===== src/rtl/scpad_tile_sequencer.sv =====
// Tile sequencer for the scratchpad swizzle path.
// Two requesters (0 = vector side, 1 = DMA side) share the swizzle unit. A
// round-robin arbiter accepts one tile descriptor at a time; the tile is then
// streamed as one beat per row (row-major) or per column (column-major) under
// a valid/ready handshake, and completion is reported with a one-cycle pulse.
module scpad_tile_sequencer #(
    parameter int NUM_COLS      = 32,
    parameter int COL_IDX_WIDTH = $clog2(NUM_COLS),
    parameter int ROW_IDX_WIDTH = 8,
    parameter int ID_WIDTH      = 4
) (
    input  logic                       CLK,
    input  logic                       nRST,
    input  logic [1:0]                 req_valid,
    output logic [1:0]                 req_ready,
    input  logic [1:0]                 req_row_or_col,
    input  logic [1:0]                 req_write,
    input  logic [2*ROW_IDX_WIDTH-1:0] req_spad_addr,
    input  logic [2*COL_IDX_WIDTH-1:0] req_num_rows,
    input  logic [2*COL_IDX_WIDTH-1:0] req_num_cols,
    input  logic [2*ID_WIDTH-1:0]      req_id,
    output logic                       sw_valid,
    input  logic                       sw_ready,
    output logic                       sw_row_or_col,
    output logic                       sw_write,
    output logic [ROW_IDX_WIDTH-1:0]   sw_spad_addr,
    output logic [COL_IDX_WIDTH-1:0]   sw_row_id,
    output logic [COL_IDX_WIDTH-1:0]   sw_col_id,
    output logic [COL_IDX_WIDTH-1:0]   sw_num_rows,
    output logic [COL_IDX_WIDTH-1:0]   sw_num_cols,
    output logic                       sw_last,
    output logic                       sw_src,
    output logic [ID_WIDTH-1:0]        sw_id,
    output logic                       done,
    output logic                       done_src,
    output logic [ID_WIDTH-1:0]        done_id,
    output logic                       busy
);

    typedef enum logic [0:0] {
        ST_IDLE  = 1'b0,
        ST_ISSUE = 1'b1
    } state_t;

    localparam logic [COL_IDX_WIDTH-1:0] CNT_ONE = COL_IDX_WIDTH'(1);

    state_t                     state_q, state_d;

    // Last granted requester; resets to 1 so requester 0 wins the first tie.
    logic                       last_gnt_q, last_gnt_d;
    logic [COL_IDX_WIDTH-1:0]   cnt_q, cnt_d;
    logic                       row_or_col_q, row_or_col_d;
    logic                       write_q, write_d;
    logic [ROW_IDX_WIDTH-1:0]   spad_addr_q, spad_addr_d;
    logic [COL_IDX_WIDTH-1:0]   num_rows_q, num_rows_d;
    logic [COL_IDX_WIDTH-1:0]   num_cols_q, num_cols_d;
    logic                       src_q, src_d;
    logic [ID_WIDTH-1:0]        id_q, id_d;
    logic                       done_q, done_d;
    logic                       done_src_q, done_src_d;
    logic [ID_WIDTH-1:0]        done_id_q, done_id_d;

    logic                       gnt_any_s;
    logic                       gnt_sel_s;
    logic [COL_IDX_WIDTH-1:0]   extent_s;
    logic                       last_beat_s;
    logic                       beat_hs_s;

    // Round-robin pick among valid requesters; only meaningful in IDLE.
    always_comb begin
        gnt_any_s = 1'b0;
        gnt_sel_s = 1'b0;
        if (state_q == ST_IDLE) begin
            case (req_valid)
                2'b01: begin
                    gnt_any_s = 1'b1;
                    gnt_sel_s = 1'b0;
                end
                2'b10: begin
                    gnt_any_s = 1'b1;
                    gnt_sel_s = 1'b1;
                end
                2'b11: begin
                    gnt_any_s = 1'b1;
                    gnt_sel_s = ~last_gnt_q;
                end
                default: begin
                    gnt_any_s = 1'b0;
                    gnt_sel_s = 1'b0;
                end
            endcase
        end else begin
            gnt_any_s = 1'b0;
            gnt_sel_s = 1'b0;
        end
    end

    // Beat bookkeeping: active extent depends on tile orientation.
    always_comb begin
        extent_s    = row_or_col_q ? num_rows_q : num_cols_q;
        last_beat_s = (cnt_q == extent_s);
        beat_hs_s   = (state_q == ST_ISSUE) && sw_ready;
    end

    // State register.
    always_ff @(posedge CLK or negedge nRST) begin
        if (!nRST) begin
            state_q <= ST_IDLE;
        end else begin
            state_q <= state_d;
        end
    end

    // Next-state logic.
    always_comb begin
        state_d = state_q;
        case (state_q)
            ST_IDLE: begin
                if (gnt_any_s) begin
                    state_d = ST_ISSUE;
                end else begin
                    state_d = ST_IDLE;
                end
            end
            ST_ISSUE: begin
                if (beat_hs_s && last_beat_s) begin
                    state_d = ST_IDLE;
                end else begin
                    state_d = ST_ISSUE;
                end
            end
            default: begin
                state_d = ST_IDLE;
            end
        endcase
    end

    // FSM outputs; req_ready is held low while reset is asserted.
    always_comb begin
        busy     = (state_q == ST_ISSUE);
        sw_valid = (state_q == ST_ISSUE);
        sw_last  = (state_q == ST_ISSUE) && last_beat_s;
        if (gnt_any_s && nRST) begin
            req_ready = gnt_sel_s ? 2'b10 : 2'b01;
        end else begin
            req_ready = 2'b00;
        end
    end

    // Descriptor latch, beat counter and completion report next values.
    always_comb begin
        last_gnt_d   = last_gnt_q;
        cnt_d        = cnt_q;
        row_or_col_d = row_or_col_q;
        write_d      = write_q;
        spad_addr_d  = spad_addr_q;
        num_rows_d   = num_rows_q;
        num_cols_d   = num_cols_q;
        src_d        = src_q;
        id_d         = id_q;
        done_d       = 1'b0;
        done_src_d   = done_src_q;
        done_id_d    = done_id_q;
        if (gnt_any_s) begin
            last_gnt_d   = gnt_sel_s;
            cnt_d        = '0;
            src_d        = gnt_sel_s;
            row_or_col_d = gnt_sel_s ? req_row_or_col[1] : req_row_or_col[0];
            write_d      = gnt_sel_s ? req_write[1] : req_write[0];
            spad_addr_d  = gnt_sel_s ? req_spad_addr[2*ROW_IDX_WIDTH-1:ROW_IDX_WIDTH]
                                     : req_spad_addr[ROW_IDX_WIDTH-1:0];
            num_rows_d   = gnt_sel_s ? req_num_rows[2*COL_IDX_WIDTH-1:COL_IDX_WIDTH]
                                     : req_num_rows[COL_IDX_WIDTH-1:0];
            num_cols_d   = gnt_sel_s ? req_num_cols[2*COL_IDX_WIDTH-1:COL_IDX_WIDTH]
                                     : req_num_cols[COL_IDX_WIDTH-1:0];
            id_d         = gnt_sel_s ? req_id[2*ID_WIDTH-1:ID_WIDTH]
                                     : req_id[ID_WIDTH-1:0];
        end else if (beat_hs_s) begin
            if (last_beat_s) begin
                // Counter is left at the extent; it is cleared on the next grant.
                done_d     = 1'b1;
                done_src_d = src_q;
                done_id_d  = id_q;
            end else begin
                cnt_d = cnt_q + CNT_ONE;
            end
        end else begin
            cnt_d = cnt_q;
        end
    end

    // Datapath registers; reset discards any tile in flight.
    always_ff @(posedge CLK or negedge nRST) begin
        if (!nRST) begin
            last_gnt_q   <= 1'b1;
            cnt_q        <= '0;
            row_or_col_q <= 1'b0;
            write_q      <= 1'b0;
            spad_addr_q  <= '0;
            num_rows_q   <= '0;
            num_cols_q   <= '0;
            src_q        <= 1'b0;
            id_q         <= '0;
            done_q       <= 1'b0;
            done_src_q   <= 1'b0;
            done_id_q    <= '0;
        end else begin
            last_gnt_q   <= last_gnt_d;
            cnt_q        <= cnt_d;
            row_or_col_q <= row_or_col_d;
            write_q      <= write_d;
            spad_addr_q  <= spad_addr_d;
            num_rows_q   <= num_rows_d;
            num_cols_q   <= num_cols_d;
            src_q        <= src_d;
            id_q         <= id_d;
            done_q       <= done_d;
            done_src_q   <= done_src_d;
            done_id_q    <= done_id_d;
        end
    end

    // Beat fields straight from the latched descriptor and counter.
    always_comb begin
        sw_row_or_col = row_or_col_q;
        sw_write      = write_q;
        sw_spad_addr  = spad_addr_q;
        sw_num_rows   = num_rows_q;
        sw_num_cols   = num_cols_q;
        sw_src        = src_q;
        sw_id         = id_q;
        sw_row_id     = row_or_col_q ? cnt_q : '0;
        sw_col_id     = row_or_col_q ? '0 : cnt_q;
        done          = done_q;
        done_src      = done_src_q;
        done_id       = done_id_q;
    end

endmodule


===== config.mk =====
export PLATFORM = sky130hd
export DESIGN_NAME = scpad_tile_sequencer
export DESIGN_NICKNAME = d
export VERILOG_FILES = /design/src/rtl/scpad_tile_sequencer.sv
export SDC_FILE = /design/constraint.sdc
export NUM_CORES = 1
export LEC_CHECK = 0
export ABC_CLOCK_PERIOD_IN_PS = 2670
export CAP_MARGIN = 10
export CELL_PAD_IN_SITES_DETAIL_PLACEMENT = 0
export CELL_PAD_IN_SITES_GLOBAL_PLACEMENT = 1
export CORE_UTILIZATION = 31
export CTS_CLUSTER_SIZE = 12
export DETAILED_ROUTE_END_ITERATION = 8
export GPL_ROUTABILITY_DRIVEN = 0
export PLACE_DENSITY = 0.9
export SLEW_MARGIN = 20
export SYNTH_ARGS = -nofsm -noshare
export SYNTH_HDL_FRONTEND = slang
export SYNTH_SLANG_ARGS = --single-unit

===== constraint.sdc =====
create_clock -name CLK -period 2.67 [get_ports CLK]
set_input_delay 0.534 -clock CLK [delete_from_list [all_inputs] [get_ports CLK]]
set_output_delay 0.534 -clock CLK [all_outputs]
set_load 0.005 [all_outputs]

======== Yosys cells after proc, flatten, opt, wreduce, memory -nomap -nowiden ========
Cells that the tools add are included.
storage, ports and cells
  input port bits ......................... 53
  word-level logic and storage cells ...... 54
  output and inout port bits .............. 46
  bits in registers ....................... 38
cells by class
  reductions and logical operators ........ 8
  muxes and demuxes ....................... 24
  bitwise gates (word level) .............. 3
  eq/ne operators ......................... 5
  add/subtract/negate cells ............... 1
operators by type and width
  kind                                                             number
  5-bit two-way mux                                                8
  1-bit two-way mux                                                10
  8-bit two-way mux                                                1
  5-bit by 1-bit adder with 5-bit output, second input constant    1
  5-bit == test                                                    1
  2-bit == test, second input constant                             2
  1-bit logical AND                                                4
  2-bit two-way mux                                                2
  4-bit two-way mux                                                1
  1-bit one-hot mux with 2 select lines                            2
  1-bit NOT                                                        3
  3-bit AND reduction                                              1
  3-bit OR reduction                                               1
  2-bit by 1-bit == test with 1-bit output, second input constant  1
  2-bit inequality test, second input constant                     1
  2-bit AND reduction                                              1
  2-bit nonzero test                                               1

======== Longest topological paths before layout ========
Gate-level depths: netlist of the first run.
  word-level depth ........................ 6
  mapped depth ............................ 7
  mapped depth without buffers ............ 6

======== Worst setup path after synthesis of the first run ========
OpenSTA, ideal clock, no wires.
  path kind ............................... in2out
  start point ............................. in req_valid[1]
  end point ............................... out req_ready[1]
  stages .................................. 4
  path buffers ............................ 2
  data required time ...................... 2.136 ns
  arrival ................................. 1.329 ns
  slack ................................... 0.807 ns
  path through ............................ clkbuf_1 nand2_1 buf_2 nor2_1
between the ends
  word-level cells in the longest chain between the ends .. 6
  elaborated cells on any way between the ends .. 11
  those cells by class .................... 3 x eq/ne; 6 x mux; 2 x reduce/logical
ends and longest elaborated chain
  element                                                                    RTL line  source
  start, declared                                                            14        input logic [1:0] req_valid,
  2-bit == test or 2-bit by 1-bit == test with 1-bit output (tied branches)  74        case (req_valid)
  3-bit OR reduction (no line)                                               n/a
  1-bit two-way mux                                                          74
  1-bit two-way mux                                                          73        if (state_q == ST_IDLE) begin
  1-bit logical AND                                                          143       if (gnt_any_s && nRST) begin
  2-bit two-way mux (*)                                                      143
  end, declared                                                              15        output logic [1:0] req_ready,
Every way passes the cells marked *; elsewhere a longest branch is shown, timed or not.

======== Worst setup path after layout of the first run ========
  start point ............................. in req_valid[1]
  end point ............................... out req_ready[0]
Same word-level chain as after synthesis.

==> metrics, run 1 <==
initial antenna violation count 0; PwrDens 999 nW/µm²; Via density 4.52; GR peak layer met2; Largest stage delay, worst path 0.62 ns; crit path to req_ready[0]; total power 0.00314 W; clock sink total 38; Synth Register Bits 38; Critical-path top delay cell clkdlybuf4s50_1; crit end category output pin; met2 usage 25.8%; Synth Instances 187; r2r setup slk 0.75 ns; worst skew pair latency 0.28 ns; Worst EP arrival 2.01 ns; IO Port Bufs 98; setup_tns 0 ns; DIE WIDTH 80.9 µm; CORE AREA 5960 µm²; die area 6550 µm²; I/O pin cnt 99; MaxCap Viol Count 0; final hold slack 0.341 ns; Startpoint Class input pin; most frequent CP cell clkdlybuf4s50_1; Post-DP Area 2980 µm²; hold_buf cts 0; largest net degree at the start of global routing 54; syn avg cell area 10.3 µm²; Layout Skew 0.00568 ns; FF-to-FF End done_id[0]; FP Rows 28; vias in the first global route 1608; fmax 0.393 GHz; TritonCTS Buffers 5; Static Leak 1.47 nW; drt first pass iters 4; final setup fails 0; max-slew violations 0; CP cell instances clkdlybuf4s50_1 > o21ai_4 > inv_1 > nand2_1 > a21oi_1 > clkdlybuf4s50_1; slew of the pin with the lowest slew margin 0.483 ns; min-delay worst type in -> async; first-pass GRT wire length 7.53 mm; CTS clk-pin slew, worst paths 0.08 ns; Setup crit start req_valid[1]; post-layout instance area 3150 µm²; Seq/Total Area, Yosys 49.3%; # nets final 340; CP Class in -> out; run status completed; root cell of the clock tree clkbuf_8; GR Util met3 5.96%; Syn Nets 241; dpl hpwl 3.37 mm; non-filler cells, final 362; vias post-DR 1638; n_diodes 0; ANT nets after route 0; commonest non-fill, non-tap cell in the layout clkdlybuf4s50_1; Final Hold Fails 0; cell count along the critical path 6; commonest cells after routing, fill and taps aside clkdlybuf4s50_1 (96), dfrtp_1 (36), nand2_1 (34), mux2i_1 (32), o21ai_0 (25); top fanout value on the critical path 6; placed cells 352; Initial Util 32.4%; Slew headroom 67.8%; final wirelength 4.51 mm; initial drt markers 39; VDD IR max 0.446 mV; CP top delay family buffers and inverters; Die Height 80.9 µm; post-synthesis cell type count 26; grt total ovfl 0; M1 GR Usage 17.3%; start of the worst register-to-register path sw_row_or_col; worst path required time 2.14 ns; Post-Synthesis Cell Area 1930 µm²; Worst Reg-to-Reg Cells 7; minimum clock period 2.54 ns; Tcrit/Tclk final 95.3%; RSZ-0062 raised after global routing no; CP bufs+invs 3; area delta synth->final 63.0%; drc violations 0; htree depth 2; Max Root-Sink Buffers 2; Overall Global Routing Usage 15.2%; Synthesis Warnings 0; CTS tree done; per-cell routed wire length 12.5 µm; fraction of layout cells with a size suffix above 1 9.06%
-- registers in the layout, indices dropped and copies added, names as in the netlist --
signal         cells
busy               1
sw_id              4
done_id            4
sw_spad_addr       8
sw_row_or_col      1
sw_write           1
sw_src             1
cnt_q              5
done               1
done_src           1
sw_num_rows        5
last_gnt_q         1
sw_num_cols        5
-- power breakdown --
part           internal, W  total [W]  switching (W)  leakage [nW]
clock network     0.000399   0.000600       0.000201        0.0714
registers         0.000839    0.00107       0.000226         0.476
logic             0.000922    0.00148       0.000556         0.925
-- what timing repair did --
item,4_1_cts,5_1_grt
buffers inserted,1,1
hold endpoints to repair,0,0
setup endpoints to repair,1,1
gates resized for setup,1,2
pin swaps,2,2
-- worst min path at each step --
stage / cells after the start / endpoint / slack (ns)
6_report: 2 / cnt_q[3] / 0.34
5_1_grt: 2 / sw_num_cols[1] / 0.38
4_1_cts: 2 / cnt_q[2] / 0.36
3_5_place_dp: 2 / sw_spad_addr[4] / 0.47
3_3_place_gp: 2 / sw_spad_addr[4] / 0.46
2_1_floorplan: 0 / busy / 0.24
-- per-stage QoR --
step	setup slack, ns	utilization, %
floorplan	0.807	-
global placement	0.129	50.1
detailed placement	0.135	50.1
CTS	0.0114	52.6
global route	0.0463	52.9
finish	0.126	52.9
-- synth_stat cells, drive strengths merged --
master | instances | share of area (%)
or4 | 2 | 0.78
ha | 1 | 0.65
inv | 5 | 0.97
dfstp | 1 | 1.4
dfrtp | 37 | 48
nor2 | 5 | 0.97
and2 | 6 | 1.9
a311oi | 1 | 0.45
xnor2 | 5 | 2.3
nand3 | 4 | 1.7
o211ai | 1 | 0.39
a31oi | 1 | 0.32
clkbuf | 7 | 1.4
a21oi | 2 | 0.52
and3 | 1 | 0.58
nand2 | 34 | 6.6
mux2i | 33 | 17
nor2b | 4 | 1.3
o21ai | 26 | 6.7
buf | 5 | 1.7
o31a | 1 | 0.45
mux2 | 5 | 3.9
-- metal layers --
metal	wire [µm]	vias to the layer above
met4	81	0
met1	1860	731
met2	2170	65
met3	402	9
met5	0	-
li1	-	833
-- logic make-up (layout without fill, tap and decap cells) --
kind of cell	count (synthesis)	after routing	share of synthesized area, %
compound gates	32	32	8.87
xor+xnor	5	5	2.27
fa+ha+maj	1	1	0.648
buf+inv	17	117	4.08
flops	38	38	49.3
mux	38	38	21.0
simple gates	56	56	13.9
-- layout make-up --
class	count	area [µm²]
Multi-Input combinational cell	132	916
Inverter	5	18.8
Timing Repair Buffer	104	1020
Tap cell	75	93.8
Clock inverter	2	60.1
Sequential cell	38	953
Clock buffer	6	82.6
Fill cell	563	2810
(Power assumes the default switching activity.)
==> run 2: changes to the inputs <==
--- a/config.mk
+++ b/config.mk
@@ -6,14 +6,16 @@
 export NUM_CORES = 1
 export LEC_CHECK = 0
 export ABC_CLOCK_PERIOD_IN_PS = 2670
-export CAP_MARGIN = 10
+export CAP_MARGIN = 40
 export CELL_PAD_IN_SITES_DETAIL_PLACEMENT = 0
 export CELL_PAD_IN_SITES_GLOBAL_PLACEMENT = 1
 export CORE_UTILIZATION = 31
 export CTS_CLUSTER_SIZE = 12
 export DETAILED_ROUTE_END_ITERATION = 8
 export GPL_ROUTABILITY_DRIVEN = 0
+export MAX_ROUTING_LAYER = met4
 export PLACE_DENSITY = 0.9
+export RECOVER_POWER = 50
 export SLEW_MARGIN = 20
 export SYNTH_ARGS = -nofsm -noshare
 export SYNTH_HDL_FRONTEND = slang
==> metrics, run 2 (synthesized netlist as in run 1, its figures left out) <==
run status completed; die area 6550 µm² (unchanged); per-cell routed wire length 12.4 µm (-0.38%); FF-to-FF End done_id[0]; top fanout value on the critical path 6 (unchanged); PwrDens 982 nW/µm² (-1.7%); dpl hpwl 3.37 mm (unchanged); hold endpoint sw_spad_addr[3]; Final Hold Fails 0 (unchanged); DIE WIDTH 80.9 µm (unchanged); Largest stage delay, worst path 0.62 ns (about the same); CORE AREA 5960 µm² (unchanged); setup_tns 0 ns (unchanged); first-pass GRT wire length 7.55 mm (+0.19%); Overall Global Routing Usage 15.7% (+0.47 points); n_diodes 0 (unchanged); area delta synth->final 62.7%; ANT nets after route 0 (unchanged); Static Leak 1.51 nW (+2.5%); commonest non-fill, non-tap cell in the layout clkdlybuf4s50_1; initial antenna violation count 0 (unchanged); non-filler cells, final 362 (unchanged); vias post-DR 1644 (+0.37%); max reg flops 8 (unchanged); CP bufs+invs 3 (unchanged); Via density 4.54 (+0.37%); final hold slack 0.473 ns (+0.132 ns); Slew headroom 37.1% (-31 points); Worst EP arrival 2.01 ns (about the same); most frequent CP cell clkdlybuf4s50_1; final wirelength 4.49 mm (-0.38%); Initial Util 32.4% (unchanged); initial drt markers 40 (+2.6%); Die Height 80.9 µm (unchanged); I/O pin cnt 99 (unchanged); MaxCap Viol Count 0 (unchanged); grt total ovfl 0 (unchanged); Worst Reg-to-Reg Cells 7 (unchanged); minimum clock period 2.55 ns (+0.00221 ns); # nets final 340 (unchanged); Critical-path top delay cell clkdlybuf4s50_1; Setup crit start req_valid[1]; largest net degree at the start of global routing 54 (unchanged); CP top delay family buffers and inverters; min-delay worst type reg -> reg; CTS tree done; slew of the pin with the lowest slew margin 0.943 ns (+0.460 ns); start of the worst register-to-register path sw_row_or_col; TritonCTS Buffers 5 (unchanged); fraction of layout cells with a size suffix above 1 8.36% (-0.70 points); worst hold path startpoint sw_spad_addr[3]; RSZ-0062 raised after global routing no; fmax 0.393 GHz (about the same); FP Rows 28 (unchanged); crit end category output pin; CP Class in -> out; vias in the first global route 1605 (-0.19%); clock sink total 38 (unchanged); Max Root-Sink Buffers 2 (unchanged); CP cell instances clkdlybuf4s50_1 > o21ai_4 > inv_1 > nand2_1 > a21oi_1 > clkdlybuf4s50_1; IO Port Bufs 98 (unchanged); root cell of the clock tree clkbuf_8; Fill cells 565 (+0.36%); htree depth 2 (unchanged); drc violations 0 (unchanged); Tcrit/Tclk final 95.4% (about the same); worst skew pair latency 0.29 ns (about the same); placed cells 352 (unchanged); drt first pass iters 4 (unchanged); Layout Skew 0.00629 ns (+0.000612 ns); CTS clk-pin slew, worst paths 0.07 ns (about the same); max-slew violations 0 (unchanged); Startpoint Class input pin; commonest cells after routing, fill and taps aside clkdlybuf4s50_1 (75), dfrtp_1 (37), nand2_1 (34), mux2i_1 (32), o21ai_0 (25); worst path required time 2.14 ns (about the same); hold path depth 2; VDD IR max 0.435 mV (-2.6%); Finished Core Util 52.8% (-0.084 points); final setup fails 0 (unchanged); r2r setup slk 0.66 ns (-0.09 ns)
==> run 2: how the worst max path moves through the flow <==
stage | to | slack (ns) | cells past startpoint
after detailed placement | req_ready[0] | 0.14 | 6
after global placement | req_ready[0] | 0.13 | 6
after CTS | sw_last | 0.01 | 6
final | req_ready[0] | 0.12 | 6
after global routing | req_ready[0] | 0.04 | 6
after floorplan | req_ready[1] | 0.81 | 4
==> run 2: what timing repair did <==
item,CTS,global route
setup buffers,1,1
hold buffers,0,0
setup endpoints to repair,1,1
pin swaps,2,2
resized for setup,1,2
==> run 2: final cells by class <==
class                   count  area [µm²]  share of cell area [%]
repair buffers            104        1020                    32.4
flip-flops and latches     38         952                    30.3
multi-input cells         132         916                    29.1
well taps                  75        93.8                    2.99
clock buffers               6        82.6                    2.63
clock inverters             2        60.1                    1.91
inverters                   5        18.8                   0.597
==> run 2: through the flow <==
stage	instance area, µm²	total power, W	setup slack, ns
finish	3140	0.00309	0.124
global route	3140	0.00334	0.0399
CTS	3130	0.00318	0.0114
detailed placement	2980	0.00255	0.135
global placement	2980	0.00253	0.129
floorplan	1930	0.00177	0.807
==> run 2: worst min-delay path, cell delays in order, from the launching register on <==
cell and delay (ns):
dfrtp_1 0.34, nand2_1 0.04, o21ai_0 0.05
==> run 2: metal layers <==
metal / wire length, µm / track usage [%] / share of wire, %
met1: 1910 / 17.9 / 43
met2: 2150 / 25.7 / 48
met3: 349 / 5.28 / 7.8
met4: 80 / 5.36 / 1.8
met5: 0 / - / 0
==> run 2: where the power goes <==
group          total [W]  switching (W)  internal, W
clock           0.000601       0.000203     0.000399
combinational    0.00143       0.000556     0.000871
sequential       0.00106       0.000219     0.000838
total            0.00309       0.000978      0.00211
